File: config.mk
export PLATFORM = sky130hd
export DESIGN_NAME = syscall_print_engine_flat
export DESIGN_NICKNAME = d
export VERILOG_FILES = /design/src/rtl/syscall_print_engine_pkg.sv /design/src/rtl/syscall_print_engine_if.sv /design/src/rtl/syscall_print_engine_byte_lane_select.sv /design/src/rtl/syscall_print_engine.sv /design/src/flat_wrapper.sv
export SDC_FILE = /design/constraint.sdc
export NUM_CORES = 1
export LEC_CHECK = 0
export ABC_AREA = 1
export CAP_MARGIN = 15
export CORE_AREA = 3 3 127 129
export DETAILED_ROUTE_END_ITERATION = 8
export DIE_AREA = 0 0 130 132
export GPL_ROUTABILITY_DRIVEN = 0
export PLACE_DENSITY = 0.6
export SLEW_MARGIN = 15
export SYNTH_ARGS = -nofsm -noshare
export SYNTH_HDL_FRONTEND = slang
export SYNTH_HIERARCHICAL = 1
export SYNTH_SLANG_ARGS = --single-unit
File: constraint.sdc
create_clock -name clk -period 2.42 [get_ports clk]
set_input_delay 0.484 -clock clk [delete_from_list [all_inputs] [get_ports clk]]
set_output_delay 0.484 -clock clk [all_outputs]
set_load 0.05 [all_outputs]
File: src/rtl/syscall_print_engine_pkg.sv
// Shared definitions for the syscall print engine.
//   - syscall codes recognised in $v0
//   - FSM state encoding
//   - default legal data-memory window
package syscall_print_engine_pkg;

    localparam logic [31:0] SYS_PRINT_STR  = 32'd4;
    localparam logic [31:0] SYS_PRINT_CHAR = 32'd11;
    localparam logic [31:0] SYS_EXIT       = 32'd10;

    localparam logic [31:0] MEM_BASE_DEF   = 32'h7FF0_0000;
    localparam logic [31:0] MEM_TOP_DEF    = 32'h7FFF_FFFF;

    typedef enum logic [1:0] {
        ST_IDLE  = 2'd0,
        ST_FETCH = 2'd1,
        ST_EMIT  = 2'd2,
        ST_HALT  = 2'd3
    } state_t;

endpackage

File: src/rtl/syscall_print_engine_if.sv
// Memory print-read port and console character port of the print engine.
//   print_addr  word-aligned read address (engine -> memory)
//   print_data  combinational read data   (memory -> engine)
//   char_valid  character available       (engine -> console)
//   char_data   ASCII character           (engine -> console)
//   char_ready  console accepts character (console -> engine)
interface syscall_print_engine_if;
    logic [31:0] print_addr;
    logic [31:0] print_data;
    logic        char_valid;
    logic [7:0]  char_data;
    logic        char_ready;

    modport master (
        output print_addr, char_valid, char_data,
        input  print_data, char_ready
    );

    modport slave (
        input  print_addr, char_valid, char_data,
        output print_data, char_ready
    );
endinterface

File: src/rtl/syscall_print_engine_byte_lane_select.sv
// Big-endian byte extraction from a 32-bit word; reusable for lb/sb paths.
//   word      in  32  memory word
//   offset    in  2   byte offset (0 selects [31:24], 3 selects [7:0])
//   byte_out  out 8   selected byte
module byte_lane_select (
    input  logic [31:0] word,
    input  logic [1:0]  offset,
    output logic [7:0]  byte_out
);
    always_comb begin
        byte_out = 8'h00;
        case (offset)
            2'd0: byte_out = word[31:24];
            2'd1: byte_out = word[23:16];
            2'd2: byte_out = word[15:8];
            2'd3: byte_out = word[7:0];
            default: byte_out = 8'h00;
        endcase
    end
endmodule

File: src/rtl/syscall_print_engine.sv
// Syscall side engine serving print_string (4), print_char (11) and exit (10)
// for the memory stage. Strings are walked byte by byte from $a0 up to the
// first NUL and emitted on a valid/ready console port while the pipeline is
// stalled.
//   clk, rst_n   clock / async active-low reset
//   sig_syscall  syscall in M this cycle
//   v0, a0       syscall code and argument
//   bus          memory print-read port + console port (master side)
//   sig_stall    freeze F/D/E/M
//   sig_halt     sticky exit indication
//   sig_err      one-cycle pulse: address out of range or MAX_LEN truncation
module syscall_print_engine
    import syscall_print_engine_pkg::*;
#(
    parameter logic [31:0] MEM_BASE = MEM_BASE_DEF,
    parameter logic [31:0] MEM_TOP  = MEM_TOP_DEF,
    parameter int          MAX_LEN  = 256
) (
    input  logic                          clk,
    input  logic                          rst_n,
    input  logic                          sig_syscall,
    input  logic [31:0]                   v0,
    input  logic [31:0]                   a0,
    syscall_print_engine_if.master        bus,
    output logic                          sig_stall,
    output logic                          sig_halt,
    output logic                          sig_err
);
    localparam int CNT_W = $clog2(MAX_LEN + 1);

    state_t           state, state_n;
    logic [31:0]      ptr, ptr_n;
    logic [CNT_W-1:0] count, count_n;
    logic             single, single_n;
    logic [7:0]       char_data, char_data_n;
    logic             halt, halt_n;

    logic [7:0]       lane;
    logic             in_range;
    logic [31:0]      print_addr;
    logic             char_valid;

    byte_lane_select u_lane (
        .word     (bus.print_data),
        .offset   (ptr[1:0]),
        .byte_out (lane)
    );

    assign in_range = (ptr >= MEM_BASE) && (ptr <= MEM_TOP);

    always_ff @(posedge clk or negedge rst_n) begin
        if (!rst_n) begin
            state     <= ST_IDLE;
            ptr       <= '0;
            count     <= '0;
            single    <= 1'b0;
            char_data <= 8'h00;
            halt      <= 1'b0;
        end else begin
            state     <= state_n;
            ptr       <= ptr_n;
            count     <= count_n;
            single    <= single_n;
            char_data <= char_data_n;
            halt      <= halt_n;
        end
    end

    always_comb begin
        state_n     = state;
        ptr_n       = ptr;
        count_n     = count;
        single_n    = single;
        char_data_n = char_data;
        halt_n      = halt;
        sig_stall   = 1'b0;
        sig_err     = 1'b0;
        print_addr  = 32'h0;
        char_valid  = 1'b0;

        case (state)
            ST_IDLE: begin
                // The request cycle itself stalls so the syscall stays in M.
                if (sig_syscall) begin
                    case (v0)
                        SYS_PRINT_STR: begin
                            sig_stall = 1'b1;
                            ptr_n     = a0;
                            count_n   = '0;
                            state_n   = ST_FETCH;
                        end
                        SYS_PRINT_CHAR: begin
                            sig_stall   = 1'b1;
                            char_data_n = a0[7:0];
                            single_n    = 1'b1;
                            state_n     = ST_EMIT;
                        end
                        SYS_EXIT: begin
                            halt_n  = 1'b1;
                            state_n = ST_HALT;
                        end
                        default: ;
                    endcase
                end
            end
            ST_FETCH: begin
                sig_stall  = 1'b1;
                print_addr = {ptr[31:2], 2'b00};
                // Range is checked before the byte so a wrapped pointer never
                // reads memory data into the console.
                if (!in_range) begin
                    sig_err = 1'b1;
                    state_n = ST_IDLE;
                end else if (lane == 8'h00) begin
                    state_n = ST_IDLE;
                end else if (count == CNT_W'(MAX_LEN)) begin
                    sig_err = 1'b1;
                    state_n = ST_IDLE;
                end else begin
                    char_data_n = lane;
                    single_n    = 1'b0;
                    state_n     = ST_EMIT;
                end
            end
            ST_EMIT: begin
                sig_stall  = 1'b1;
                char_valid = 1'b1;
                if (bus.char_ready) begin
                    count_n = count + CNT_W'(1);
                    ptr_n   = ptr + 32'd1;
                    state_n = single ? ST_IDLE : ST_FETCH;
                end
            end
            ST_HALT: ;
            default: state_n = ST_IDLE;
        endcase
    end

    assign bus.print_addr = print_addr;
    assign bus.char_valid = char_valid;
    assign bus.char_data  = char_data;
    assign sig_halt       = halt;
endmodule
File: src/flat_wrapper.sv
// flat-port wrapper written by rule: the top's interface ports become plain ports
module syscall_print_engine_flat import syscall_print_engine_pkg::*;
#(
    parameter logic [31:0] MEM_BASE = MEM_BASE_DEF,
    parameter logic [31:0] MEM_TOP  = MEM_TOP_DEF,
    parameter int          MAX_LEN  = 256
)
  (clk, rst_n, sig_syscall, v0, a0, sig_stall, sig_halt, sig_err, bus_print_addr, bus_char_valid, bus_char_data, bus_print_data, bus_char_ready);
  syscall_print_engine_if bus_i ();
  input  logic clk;
  input  logic rst_n;
  input  logic sig_syscall;
  input  logic [31:0] v0;
  input  logic [31:0] a0;
  output logic sig_stall;
  output logic sig_halt;
  output logic sig_err;
  output wire logic [$bits(bus_i.print_addr)-1:0] bus_print_addr;
  output wire logic [$bits(bus_i.char_valid)-1:0] bus_char_valid;
  output wire logic [$bits(bus_i.char_data)-1:0] bus_char_data;
  input wire logic [$bits(bus_i.print_data)-1:0] bus_print_data;
  input wire logic [$bits(bus_i.char_ready)-1:0] bus_char_ready;
  assign bus_print_addr = bus_i.print_addr;
  assign bus_char_valid = bus_i.char_valid;
  assign bus_char_data = bus_i.char_data;
  assign bus_i.print_data = bus_print_data;
  assign bus_i.char_ready = bus_char_ready;
  syscall_print_engine #(.MEM_BASE(MEM_BASE), .MEM_TOP(MEM_TOP), .MAX_LEN(MAX_LEN)) u_core (.clk(clk), .rst_n(rst_n), .sig_syscall(sig_syscall), .v0(v0), .a0(a0), .bus(bus_i), .sig_stall(sig_stall), .sig_halt(sig_halt), .sig_err(sig_err));
endmodule
==> results.toml <==
[run_status]
status = "complete, no violations"

[worst_setup_path]
critPathLaunchType = "flop"
cp.arrival_ps = 1930
timing.critical_path.required_ps = 1940
critical_path_class = "reg2out"
critPathMaxFanout = 8
critPathCaptureType = "primary output"

[global_route]
grt_util_met3 = 0.0357
grt_pass1_vias = 4695
grt_max_degree = 41
grt_overflow = 0
met2_usage = 0.261
grt_pass1_wl_mm = 23.6
busiest_layer = "met2"
grtUsageMet1 = 0.240
antenna_found_initial = 0
grtUsageTotal = 0.168

[detailed_routing]
avgRoutedWirePerCell_um = 13.6
drt_iter0_drc = 279
vias = 4955
detail-route-antenna-nets = 0
post-route-drc-count = 0
first_pass_iters = 4
routed_via_density = 4.64
finalWirelength_mm = 14.5

[pwr]
finalPower_mw = 2.80
irDropWorstVdd_mv = 0.258
p_per_area_nw_per_um2 = 408
power.leakage_nw = 3.08

[final_layout]
regArea_um2 = 1330
diodes = 0
final_cells = 1067
multi_input_area_um2 = 2840
syn_to_final_growth_pct = 51.3
drive_above_1_share = 0.163
final_area_um2 = 6850
n_fill_cell = 1526
nNetsFinal = 986

[timing]
skew_ps = 4.43
finalMaxSlewViolations = 0
max_slew.worst_pin.slew_ps = 615
holdWs_ps = 179
fmax_mhz = 414
finalHoldViolations = 0
grt_setup_unrepaired = "yes"
slew_headroom = 0.590
setup_viol = 0
period_needed_ps = 2410
fin_crit_sh = 0.997

[yosys]
ys_seq_area_frac = 0.293
avgSynthCellArea_um2 = 6.23
synthCells = 726
syn_area_um2 = 4530
ys_types = 34
yosysWarnings = 6
async_flop_share = 1.00
synth_seq_cells = 53
synth_ff_type = "dfrtp_1"
synth_edf_count = 0

[clocking]
htreeDepth = 2
cts_tree = "done"
cts_buffer_depth = 2
worstSkewPairLatency_ps = 310
cts_inserted_buffers = 5
postCtsHoldBufs = 0
clockRootBuffer = "clkbuf_16"
cts_sinks = 53
clk_pin_slew_ps = 70

[floorplanning]
fp-row-count = 45
start_util = 0.299
die_area_um2 = 17200
design.core.area_um2 = 15100
die_height_um = 132
die_x_um = 130
pin_count = 144

[flow_run]
cap_viol_max_count = 0

[placement]
dp_hpwl_mm = 11.3
port_buffers = 141
place_area_um2 = 6530
dpl.cell_count = 1050

[hold_path]
hp-class = "in2async"
## power breakdown
| group | total, mW | internal (mW) | leakage, nW | switching [mW] |
|---|---|---|---|---|
| Sequential | 1.25 | 1.03 | 0.677 | 0.220 |
| Clock | 0.745 | 0.384 | 0.0621 | 0.361 |
| Combinational | 0.802 | 0.385 | 2.34 | 0.417 |
## sequential cells by signal (all words and copies together), names as in the netlist
register,flops
u_core/bus.char_data,8
u_core/single,1
u_core/count,9
u_core/ptr,32
u_core/state,2
u_core/sig_halt,1
## metal layers
| metal | routed length (um) | vias up |
|---|---|---|
| met5 | 0 | - |
| met4 | 199 | 0 |
| met3 | 862 | 14 |
| met2 | 6380 | 139 |
| met1 | 7020 | 2220 |
| li1 | - | 2582 |
## per-stage QoR
| stage | worst slack [ps] | util | setup TNS (ps) |
|---|---|---|---|
| 2_1_floorplan | 54.8 | - | 0 |
| 3_3_place_gp | -23.5 | 0.431 | -23.5 |
| 3_5_place_dp | -107 | 0.431 | -107 |
| 4_1_cts | 9.30 | 0.445 | 0 |
| 5_1_grt | -132 | 0.452 | -450 |
| 6_report | 6.27 | 0.452 | 0 |
## cell families (layout without fill, tap and decap cells)
logic type,after synthesis,in the layout,synth area share
compound gates,57,57,0.0755
buf+inv,98,250,0.0957
mux,5,5,0.0111
flops,53,53,0.293
xor+xnor,16,16,0.0310
other cells,1,2,0.000829
fa+ha+maj,8,8,0.0221
simple gates,488,488,0.471
## timing repair
action / CTS / global route
endpoints found under the setup margin: 2 / 8
pin swaps: 3 / 20
setup buffers: 3 / 5
resized for setup: 9 / 20
cloned: 0 / 1
## worst max-delay path, cell delays in order, from the launching register on
cell and delay [ps]:
dfrtp_2 500, buf_2 190, nand3_1 100, nand4_1 120, nor2_1 140, nand2_1 70
nor2_2 110, inv_1 60, a21oi_2 110, nor2_1 60, buf_6 150
## cell type report
cell class,instances,area share
clock inverter,3,0.00329
inverter,71,0.0393
clock buffer,5,0.0183
tap,188,0.0344
timing repair buffer,171,0.296
multi-input combinational,576,0.415
sequential,53,0.194
## synthesized netlist by cell type (8+ instances only)
cell | number | share of area
o21ai_0 | 21 | 0.023
nand3_1 | 66 | 0.073
inv_2 | 8 | 0.0066
o21ai_2 | 10 | 0.019
o21ai_1 | 18 | 0.020
inv_1 | 63 | 0.052
xor2_1 | 10 | 0.019
dfrtp_1 | 53 | 0.29
nor2_1 | 83 | 0.069
nor2_2 | 8 | 0.011
nand3b_1 | 13 | 0.022
or2_2 | 15 | 0.021
nand4_1 | 12 | 0.017
ha_1 | 8 | 0.022
nand2_1 | 274 | 0.23
buf_2 | 10 | 0.011
## cell usage in the layout (no fill, tap or decap), types with 3 or more instances in the layout
cell type / n
buf_12: 37
buf_4: 23
clkbuf_16: 5
clkdlybuf4s50_1: 104
clkinvlp_4: 3
dfrtp_1: 51
dlymetal6s2s_1: 3
ha_1: 7
inv_1: 62
inv_2: 8
mux2i_1: 5
nand2_1: 271
nand2_2: 7
nand3_1: 66
nand3b_1: 13
nand4_1: 12
nor2_1: 75
nor2_2: 12
nor2_4: 7
nor3_1: 5
o21ai_0: 20
o21ai_1: 18
o21ai_2: 11
or2_2: 15
xnor2_1: 6
xor2_1: 10
## final timing paths
check                           startpoint                 endpoint  slack [ps]  depth (start not counted)
setup / recovery             u_core/ptr[1]                  sig_err           6                         10
hold / removal                       rst_n           u_core/ptr[28]         180                          1
setup reg to reg             u_core/ptr[0]  u_core/bus.char_data[2]         150                         14
hold reg to reg            u_core/sig_halt          u_core/sig_halt         460                          1
max in group asynchronous            rst_n            u_core/ptr[0]        1640                          2
min in group clk           u_core/sig_halt          u_core/sig_halt         460                          1
No activity file was read; power rests on OpenSTA's default activity.
==> RTL edit 1: new RTL, same settings <==
`MAX_LEN` is set to 256 in 2 places; all go to 128.
--- a/src/rtl/syscall_print_engine.sv
+++ b/src/rtl/syscall_print_engine.sv
@@ -14,7 +14,7 @@
 #(
     parameter logic [31:0] MEM_BASE = MEM_BASE_DEF,
     parameter logic [31:0] MEM_TOP  = MEM_TOP_DEF,
-    parameter int          MAX_LEN  = 256
+    parameter int          MAX_LEN  = 128
 ) (
     input  logic                          clk,
     input  logic                          rst_n,
--- a/src/flat_wrapper.sv
+++ b/src/flat_wrapper.sv
@@ -3,7 +3,7 @@
 #(
     parameter logic [31:0] MEM_BASE = MEM_BASE_DEF,
     parameter logic [31:0] MEM_TOP  = MEM_TOP_DEF,
-    parameter int          MAX_LEN  = 256
+    parameter int          MAX_LEN  = 128
 )
   (clk, rst_n, sig_syscall, v0, a0, sig_stall, sig_halt, sig_err, bus_print_addr, bus_char_valid, bus_char_data, bus_print_data, bus_char_ready);
   syscall_print_engine_if bus_i ();
Behaviour: same outputs for any inputs over 10 cycles, from zero or initial values and one cycle with rst_n low; that may be too few to reach the edited logic, so the function may still have changed.
==> RTL edit 1 against the unedited design <==
  * Routed wire length fell by 2.5%
  * Via count shrank 1.8%
  * Total power shrank 1.4%
  * Worst setup slack gained 0.0097 ns
  * Final area fell by 1.9%
  * Maximum frequency up 0.40%
  * Cell count is 0.19% higher
  * Area after synthesis fell by 1.4%
  * Clock power up 9.1%
  * Sequential cell count decreased by 1
  * Count of clock-buffer cells in the layout increased by 1
  * Global-route usage is 0.42 points lower
  * Synthesized cell count is 0.14% higher
  * Utilization is 0.87 points lower
==> RTL edit 1: results (changes against the unedited design) <==
<table>
<tr><th>Metric</th><th>Value</th></tr>
<tr><th colspan="2">Outcome</th></tr>
<tr><td>Result of the run</td><td>completed</td></tr>
<tr><th colspan="2">Route</th></tr>
<tr><td>Met2 routed WL</td><td>6.74 mm (+5.7%)</td></tr>
<tr><td>Routed length on met1</td><td>6.65 mm (-5.3%)</td></tr>
<tr><td>Initial DRC count</td><td>350 (+25%)</td></tr>
<tr><td>Vias post-DR</td><td>4865 (-1.8%)</td></tr>
<tr><td>Overall routed net length</td><td>14.1 mm (-2.5%)</td></tr>
<tr><td>Sum of met3 wire segment lengths after detailed routing</td><td>554 um (-36%)</td></tr>
<tr><td>Drt pass-1 iters</td><td>6 (+2)</td></tr>
<tr><th colspan="2">Global routing</th></tr>
<tr><td>All-layer global routing usage</td><td>16.4% (-0.42 points)</td></tr>
<tr><td>Via count of the first global-routing pass</td><td>4669 (-0.55%)</td></tr>
<tr><td>GRT met2 Usage</td><td>27.0% (+0.83 points)</td></tr>
<tr><td>GRT met1 Usage</td><td>22.9% (-1.1 points)</td></tr>
<tr><td>Wire length of the first global-routing pass</td><td>23.2 mm (-1.6%)</td></tr>
<tr><td>Met3 layer usage reported by global route</td><td>2.07% (-1.5 points)</td></tr>
<tr><th colspan="2">Layout</th></tr>
<tr><td>Area taken by flip-flops and latches</td><td>0.00130 mm^2 (-1.9%)</td></tr>
<tr><td>ClkCell Share</td><td>2.44% (+0.28 points)</td></tr>
<tr><td>Area occupied by multi-input gates</td><td>0.00276 mm^2 (-3.0%)</td></tr>
<tr><td>Repair and plain buffers</td><td>172 (+0.58%)</td></tr>
<tr><td>Fraction of area in registers</td><td>19.4% (about the same)</td></tr>
<tr><td>Clock buffer count in the final layout</td><td>6 (+1)</td></tr>
<tr><th colspan="2">Power and ir drop</th></tr>
<tr><td>Largest voltage drop on the vdd net</td><td>0.218 mV (-16%)</td></tr>
<tr><td>Part of the total power dissipated in sequential elements</td><td>43.2% (-1.5 points)</td></tr>
<tr><td>Reported net switching power</td><td>898 uW (-10%)</td></tr>
<tr><th colspan="2">Synthesis</th></tr>
<tr><td>Area share of xor/xnor cells in the synthesized design</td><td>3.14% (+0.043 points)</td></tr>
<tr><td>Share of the yosys chip area belonging to registers</td><td>29.1% (-0.16 points)</td></tr>
<tr><td>Post-synthesis compound-gate area fraction</td><td>7.57% (+0.020 points)</td></tr>
<tr><th colspan="2">Worst setup path</th></tr>
<tr><td>Maximum single-stage delay on the critical path</td><td>0.48 ns (-0.02 ns)</td></tr>
<tr><th colspan="2">Place</th></tr>
<tr><td>Hpwl dp</td><td>11.2 mm (-0.94%)</td></tr>
<tr><th colspan="2">STA</th></tr>
<tr><td>Tightest Pin Transition</td><td>0.539 ns (-0.0766 ns)</td></tr>
</table>
## RTL edit 1: changes by cell type after synthesis, sizes merged, moves of 2 or more
cell	before	now
a21oi	5	3
and2	0	2
inv	71	73
mux2i	5	0
nand2	278	289
nor2	94	97
nor3	6	2
o21a	0	7
o21ai	49	39
or2	16	13
## RTL edit 1: how the worst max path moves through the flow
| stage | to | slack [ns] | start | cells past startpoint |
|---|---|---|---|---|
| final | sig_err | 0.02 | u_core/ptr[1]$_DFFE_PN0P_ | 9 |
| after global routing | sig_stall | -0.06 | v0[10] | 9 |
| after CTS | sig_err | -0.02 | u_core/ptr[0]$_DFFE_PN0P_ | 9 |
| after detailed placement | sig_stall | -0.04 | v0[11] | 9 |
| after global placement | sig_stall | -0.006 | v0[13] | 9 |
| after floorplan | sig_stall | 0.05 | v0[15] | 7 |
==> RTL edit 2: new RTL, same flow settings <==
Made on the original files. One comparison of `count` changes from == to >=.
--- a/src/rtl/syscall_print_engine.sv
+++ b/src/rtl/syscall_print_engine.sv
@@ -113,7 +113,7 @@
                     state_n = ST_IDLE;
                 end else if (lane == 8'h00) begin
                     state_n = ST_IDLE;
-                end else if (count == CNT_W'(MAX_LEN)) begin
+                end else if (count >= CNT_W'(MAX_LEN)) begin
                     sig_err = 1'b1;
                     state_n = ST_IDLE;
                 end else begin
Function: no difference found for any inputs over 10 cycles, from zero or initial values and one cycle with rst_n low; that may be too few to reach the edited logic, so the function may still have changed.
==> RTL edit 2 against the unedited design <==
  * Area after synthesis is 1.6% lower
  * Worst hold slack got worse by 0.015 ns
  * Total power is 1.6% lower
  * Routed wire length grew 0.40%
  * Final area fell by 1.9%
  * Worst setup slack gained 0.048 ns
  * Sequential cell count unchanged
==> RTL edit 2: results (changes against the unedited design) <==
<table>
<tr><th>Metric</th><th>Value</th></tr>
<tr><th colspan="2">Outcome</th></tr>
<tr><td>Result of the run</td><td>completed</td></tr>
<tr><th colspan="2">Synthesis</th></tr>
<tr><td>Synth unique cells</td><td>31 (-8.8%)</td></tr>
<tr><td>Post-synthesis compound-gate area fraction</td><td>4.89% (-2.7 points)</td></tr>
<tr><td>Post-synth top cells</td><td>nand2_1, nor2_1, nand3_1</td></tr>
<tr><td>Top area cells in the synthesized netlist</td><td>dfrtp_1, nand2_1, nand3_1</td></tr>
<tr><td>Post-Synth Adder-Cell Area</td><td>2.25% (+0.035 points)</td></tr>
<tr><th colspan="2">Route</th></tr>
<tr><td>Initial DRC count</td><td>288 (+3.2%)</td></tr>
<tr><td>Drt pass-1 iters</td><td>5 (+1)</td></tr>
<tr><th colspan="2">Layout</th></tr>
<tr><td>Layout filler cell count</td><td>1592 (+4.3%)</td></tr>
<tr><td># nets final</td><td>1001 (+1.5%)</td></tr>
<tr><td>Multi-input logic portion of the cell area</td><td>41.1% (-0.35 points)</td></tr>
<tr><td>Area taken by flip-flops and latches</td><td>0.00133 mm^2 (about the same)</td></tr>
<tr><td>ClkCell Share</td><td>2.24% (+0.080 points)</td></tr>
<tr><td>Layout cell share with drive strength beyond 1</td><td>12.6% (-3.6 points)</td></tr>
<tr><td>Repair and plain buffers</td><td>169 (-1.2%)</td></tr>
<tr><td>Multi-input combinational gate total</td><td>591 (+2.6%)</td></tr>
<tr><th colspan="2">CTS</th></tr>
<tr><td>CTS-repair resized insts</td><td>7 (-2)</td></tr>
<tr><th colspan="2">STA</th></tr>
<tr><td>Final hold slack</td><td>0.164 ns (-0.0148 ns)</td></tr>
<tr><td>Tightest Pin Transition</td><td>0.555 ns (-0.0602 ns)</td></tr>
<tr><td>Worst clock skew</td><td>0.0115 ns (+0.00702 ns)</td></tr>
<tr><th colspan="2">Worst setup path</th></tr>
<tr><td>Maximum single-stage delay on the critical path</td><td>0.47 ns (-0.03 ns)</td></tr>
<tr><td>CP max stage cell</td><td>clkdlybuf4s50_1</td></tr>
<tr><th colspan="2">Place</th></tr>
<tr><td>Post-placement setup slack</td><td>-0.0814 ns (+0.0254 ns)</td></tr>
<tr><th colspan="2">Power and ir drop</th></tr>
<tr><td>Fraction of power spent switching nets</td><td>34.7% (-1.0 points)</td></tr>
<tr><th colspan="2">Global routing</th></tr>
<tr><td>Maximum number of pins on one net before global-route repair</td><td>38 (-7.3%)</td></tr>
</table>
RTL edit 2: changes by cell type in the layout (fill, tap and decap cells not counted), sizes merged, moves of 3 or more:
| cell | change |
|---|---|
| a21oi | -3 |
| clkdlybuf4s50 | -4 |
| dlymetal6s2s | +4 |
| inv | +3 |
| mux2i | -5 |
| nand2 | +26 |
| nand3 | +9 |
| nor2 | +6 |
| o21ai | -15 |
| or2 | -3 |
| xnor2 | +3 |
RTL edit 2: worst max path at each step:
stage / start / end / slack [ns] / cells after the start
after floorplan: v0[15] / sig_stall / 0.04 / 7
after global placement: v0[3] / sig_stall / -0.06 / 10
after detailed placement: v0[3] / sig_stall / -0.08 / 10
after CTS: v0[1] / sig_stall / 0.003 / 10
after global routing: v0[3] / sig_stall / -0.04 / 10
final: v0[3] / sig_stall / 0.05 / 10
RTL edit 2: power groups by stage:
stage | combinational (uW) | clock, uW | sequential (uW)
after global placement | 752 | 0 | 1250
after detailed placement | 765 | 0 | 1260
after floorplan | 320 | 0 | 1320
final | 764 | 744 | 1240
after global routing | 856 | 801 | 1280
after CTS | 766 | 760 | 1240
RTL edit 2: through the flow:
| stage | total power (uW) | TNS [ns] | area (um^2) | instances | utilization, % |
|---|---|---|---|---|---|
| 6_report | 2750 | 0 | 6710 | 1082 | 44.3 |
| 5_1_grt | 2930 | -0.0687 | 6710 | 1082 | 44.3 |
| 4_1_cts | 2770 | 0 | 6600 | 1076 | 43.6 |
| 3_5_place_dp | 2020 | -0.0814 | 6440 | 1068 | 42.5 |
| 3_3_place_gp | 2010 | -0.0603 | 6440 | 1068 | 42.5 |
| 2_1_floorplan | 1640 | 0 | 4460 | 744 | - |
RTL edit 2: routing by layer:
metal	routed length, um	part of all wire [%]
met1	6750	46
met4	153	1.1
met5	0	0
met3	677	4.7
met2	6940	48
